$ cat src/rtl/input_buffer.sv
`default_nettype none
// +----------------------------------------------------------------------------+
// | input_buffer : per-port packet FIFO, first-word-fall-through head output.  |
// | Optional same-cycle bypass when empty: define INPUT_BUFFER_BYPASS_EN.      |
// | Revision: 1.0                                                              |
// +----------------------------------------------------------------------------+

package input_buffer_pkg;
  typedef struct packed {
    logic [3:0]  dest;
    logic [11:0] data;
  } pkt_t;
endpackage

module input_buffer
  import input_buffer_pkg::*;
#(
  parameter  int DEPTH = 4,
  localparam int CW    = $clog2(DEPTH) + 1
) (
  input  logic          clock,
  input  logic          reset_n,
  input  logic          put_inbound,
  input  pkt_t          payload_inbound,
  output logic          free_inbound,
  input  logic          read_from_ib,
  output logic          pkt_avail,
  output pkt_t          pkt_out,
  output logic [CW-1:0] count,
  output logic          overflow_err,
  output logic          underflow_err
);

  localparam int AW = $clog2(DEPTH);

  pkt_t          r_mem [DEPTH];
  logic [AW-1:0] r_wp;
  logic [AW-1:0] r_rp;
  logic [CW-1:0] r_count;
  logic          r_ovf;
  logic          r_unf;

  logic w_empty;
  logic w_free;
  logic w_avail;
  logic w_byp;
  logic w_byp_consume;
  logic w_wr;
  logic w_rd;
  pkt_t w_out;

  assign w_empty = (r_count == '0);
  assign w_free  = (r_count != CW'(DEPTH));

`ifdef INPUT_BUFFER_BYPASS_EN
  assign w_byp = w_empty & put_inbound;
`else
  assign w_byp = 1'b0;
`endif

  assign w_avail       = ~w_empty | w_byp;
  // A bypassed packet that is read in the same cycle never touches storage.
  assign w_byp_consume = w_byp & read_from_ib;
  assign w_wr          = put_inbound & w_free & ~w_byp_consume;
  assign w_rd          = read_from_ib & w_avail & ~w_byp_consume;

  always_comb begin
    w_out = '0;
    if (!w_empty)
      w_out = r_mem[r_rp];
    else if (w_byp)
      w_out = payload_inbound;
  end

  always_ff @(posedge clock) begin
    if (w_wr)
      r_mem[r_wp] <= payload_inbound;
  end

  always_ff @(posedge clock or negedge reset_n) begin
    if (!reset_n) begin
      r_wp    <= '0;
      r_rp    <= '0;
      r_count <= '0;
      r_ovf   <= 1'b0;
      r_unf   <= 1'b0;
    end else begin
      if (w_wr)
        r_wp <= r_wp + AW'(1);
      if (w_rd)
        r_rp <= r_rp + AW'(1);
      case ({w_wr, w_rd})
        2'b10:   r_count <= r_count + CW'(1);
        2'b01:   r_count <= r_count - CW'(1);
        default: r_count <= r_count;
      endcase
      if (put_inbound && !w_free)
        r_ovf <= 1'b1;
      if (read_from_ib && !w_avail)
        r_unf <= 1'b1;
    end
  end

  assign free_inbound  = w_free;
  assign pkt_avail     = w_avail;
  assign pkt_out       = w_out;
  assign count         = r_count;
  assign overflow_err  = r_ovf;
  assign underflow_err = r_unf;

endmodule
`default_nettype wire

$ cat config.mk
export PLATFORM = sky130hd
export DESIGN_NAME = input_buffer
export DESIGN_NICKNAME = d
export VERILOG_FILES = /design/src/rtl/input_buffer.sv
export SDC_FILE = /design/constraint.sdc
export NUM_CORES = 1
export LEC_CHECK = 0
export ABC_AREA = 1
export BUFFER_PORTS_ARGS = -buffer_cell sky130_fd_sc_hd__buf_2
export CORE_UTILIZATION = 47
export DETAILED_ROUTE_END_ITERATION = 7
export PLACE_DENSITY = 0.66
export SYNTH_ARGS = -nofsm -noshare
export SYNTH_HDL_FRONTEND = slang
export SYNTH_SLANG_ARGS = --single-unit
$ cat constraint.sdc
create_clock -name clock -period 1.8 [get_ports clock]
set_input_delay 0.36 -clock clock [delete_from_list [all_inputs] [get_ports clock]]
set_output_delay 0.36 -clock clock [all_outputs]
set_load 0.02 [all_outputs]
==> run metrics <==
# DRC=0; via count=2183; Initial Utilization=0.4846; Detailed Routing Iterations Pass 1=4; failing checks=negative setup slack; Final Skew=0.003760 ns; sw frac=0.3878; worst min path class=in -> reg; Least-Margin Pin Slew=0.2575 ns; die width=85.47 um; Via density=4.746; gpl congestion=0.7189; Worst Reg-to-Reg Cells=8; Tot Pwr=7083 uW; die area=0.007304 mm^2; Seq pwr share=0.341; CP Capture Type=output pin; placed cells=437; fraction of final layout cells with drive strength greater than 1=0.2632; CP Class=reg -> out; FMAX=0.5455 GHz; syn_nets=340; Largest stage delay, worst path=0.46 ns; GRT Total Usage=0.1942; site row count=30; synthesis warning total=0; Diodes inserted=0; Starting DRT DRC Count=140; Synth cell types=20; final std cells w/o fill=460; RR Startpoint=count[0]; Crit Path Max Fanout=16; sequential area share after synthesis=0.6557; Final #Nets=402; Worst path depth=5; Slew headroom=0.8282; CTS HTree Levels=3; RSZ-0062 raised after global routing=true; VDD IR-drop max=1.234 mV; Gate power share=0.473; MaxCap Viol Count=0; IO Pins=43; Setup violations, final=7; Avg Inst Size Synth=10.43 um^2; dpl ws=0.06644 ns; Clock Tree Buf Depth=2; CTS tree=done; vias in the first global route=2179; number of CTS-inserted buffers=9; crit path time final=1.833 ns; number of register bits inferred by synthesis=73; number of antenna violations at the first check in global routing=0; CP startpoint kind=register; clock slew at reported path FFs=0.07 ns; Worst Path Required=1.44 ns; crit path launch=r_rp[0]; CP max-delay cell=dfrtp_2; mapped cell area=0.003274 mm^2; Leakage=0.001848 uW; min-delay src=payload_inbound[6]; Crit path arrival time=1.47 ns; Internal Power=4336 uW; global-route wire length before repair=10450 um; CTS Root Cell=clkbuf_8; Buf/Inv on CP=2; Final Hold Fails=0; Clock power frac=0.185; Port Buffers=42; hold depth=1; most frequent cells in the layout=nand2_1 (75), inv_1 (74), edfxtp_1 (64), nand3_1 (36), buf_4 (28); Cells after Synth=314; largest net degree at the start of global routing=34; Worst Setup Slack, final=-0.03329 ns; WL per Instance=13.80 um; WL final=6348 um; Sink Count=73; worst skew pair latency=0.33 ns; CP Cell Sequence=buf_6 -> nand2_1 -> nand3_1 -> a21oi_2 -> buf_4; worst reg2reg setup slack=0.09 ns; Remaining Overflow, GRT=0; area grow syn2layout=22.51%; commonest non-fill, non-tap cell in the layout=nand2_1; Final period util=1.018; P_sw=2747 uW; HPWL after DPL=3731 um; post-route ant nets=0; CP delay by family, top=flip-flops; worst hold slack=0.2308 ns; Layout fillers=568; Final Max Tran Viols=0; status=complete, but fails checks; core area=0.006756 mm^2; Pwr per Cell Area=1766 mW/mm^2; height of the die=85.47 um
==> routing by layer <==
layer	vias to the layer above	track usage	share of wire
li1	1106	-	-
met2	63	0.3251	0.52
met5	-	0	0
met1	1005	0.2280	0.41
met3	9	0.05156	0.053
met4	0	0.1076	0.018
==> registers in the layout, summed over array words and instances, names as in the netlist <==
signal         count
r_mem             64
r_rp               2
overflow_err       1
r_wp               2
count              3
underflow_err      1
==> through the flow <==
stage	util	area [um^2]	TNS, ns
3_5_place_dp	0.5309	3587	0
4_1_cts	0.5828	3938	-0.2000
6_report	0.5937	4011	-0.1129
2_1_floorplan	-	3286	-2.636
3_3_place_gp	0.5309	3587	0
5_1_grt	0.5937	4011	-1.313
==> synth_stat cells, drive strengths merged <==
| cell type | n | area, um^2 |
|---|---|---|
| nand4 | 1 | 6.260 |
| buf | 11 | 98.85 |
| a21oi | 16 | 80.08 |
| fa | 1 | 20.02 |
| ha | 5 | 62.56 |
| dfrtp | 9 | 225.2 |
| nand3 | 38 | 200.2 |
| a21o | 1 | 7.510 |
| inv | 81 | 306.5 |
| nand2 | 78 | 295.3 |
| o21bai | 1 | 7.510 |
| o21ai | 2 | 10.01 |
| edfxtp | 64 | 1922 |
| nor2 | 4 | 15.01 |
| xnor2 | 2 | 17.52 |
==> cells by family after synthesis <==
| group | count (synthesis) | synth area share |
|---|---|---|
| buffers and inverters | 92 | 0.1238 |
| DFF | 73 | 0.6557 |
| AOI/OAI and AO/OA | 20 | 0.03210 |
| xor gates and xnor gates | 2 | 0.005351 |
| and+or+nand+nor | 121 | 0.1578 |
| adders and majority gates | 6 | 0.02522 |
==> power groups by stage <==
| stage | registers [uW] | clock network, uW | logic [uW] |
|---|---|---|---|
| 5_1_grt | 2450 | 1410 | 3660 |
| 6_report | 2420 | 1310 | 3350 |
| 3_3_place_gp | 2420 | 0 | 2710 |
| 4_1_cts | 2420 | 1350 | 3160 |
| 2_1_floorplan | 2460 | 0 | 1960 |
| 3_5_place_dp | 2430 | 0 | 2740 |
==> layout make-up <==
class                           count  area (um^2)  area share
Sequential cell                    73         2152      0.5365
Clock inverter                      4        68.82     0.01716
Inverter                           81        324.1     0.08079
Tap cell                           80        100.1     0.02495
Timing Repair Buffer               62        449.2      0.1120
Clock buffer                       11        131.4     0.03275
Multi-Input combinational cell    149        785.8      0.1959
==> worst paths after layout <==
path                                  to
max                          pkt_out[13]
min                          r_mem[1][6]
max reg2reg                     count[1]
min reg2reg                underflow_err
max in group asynchronous       count[1]
min in group asynchronous       count[0]
==> timing repair <==
action / 4_1_cts / 5_1_grt
endpoints found under the setup margin: 16 / 18
hold buffers: 1 / 0
setup buffers: 4 / 3
pin swaps: 2 / 2
hold endpoints to repair: 9 / 0
gates resized for setup: 32 / 17
No activity file was read; power rests on OpenSTA's default activity.
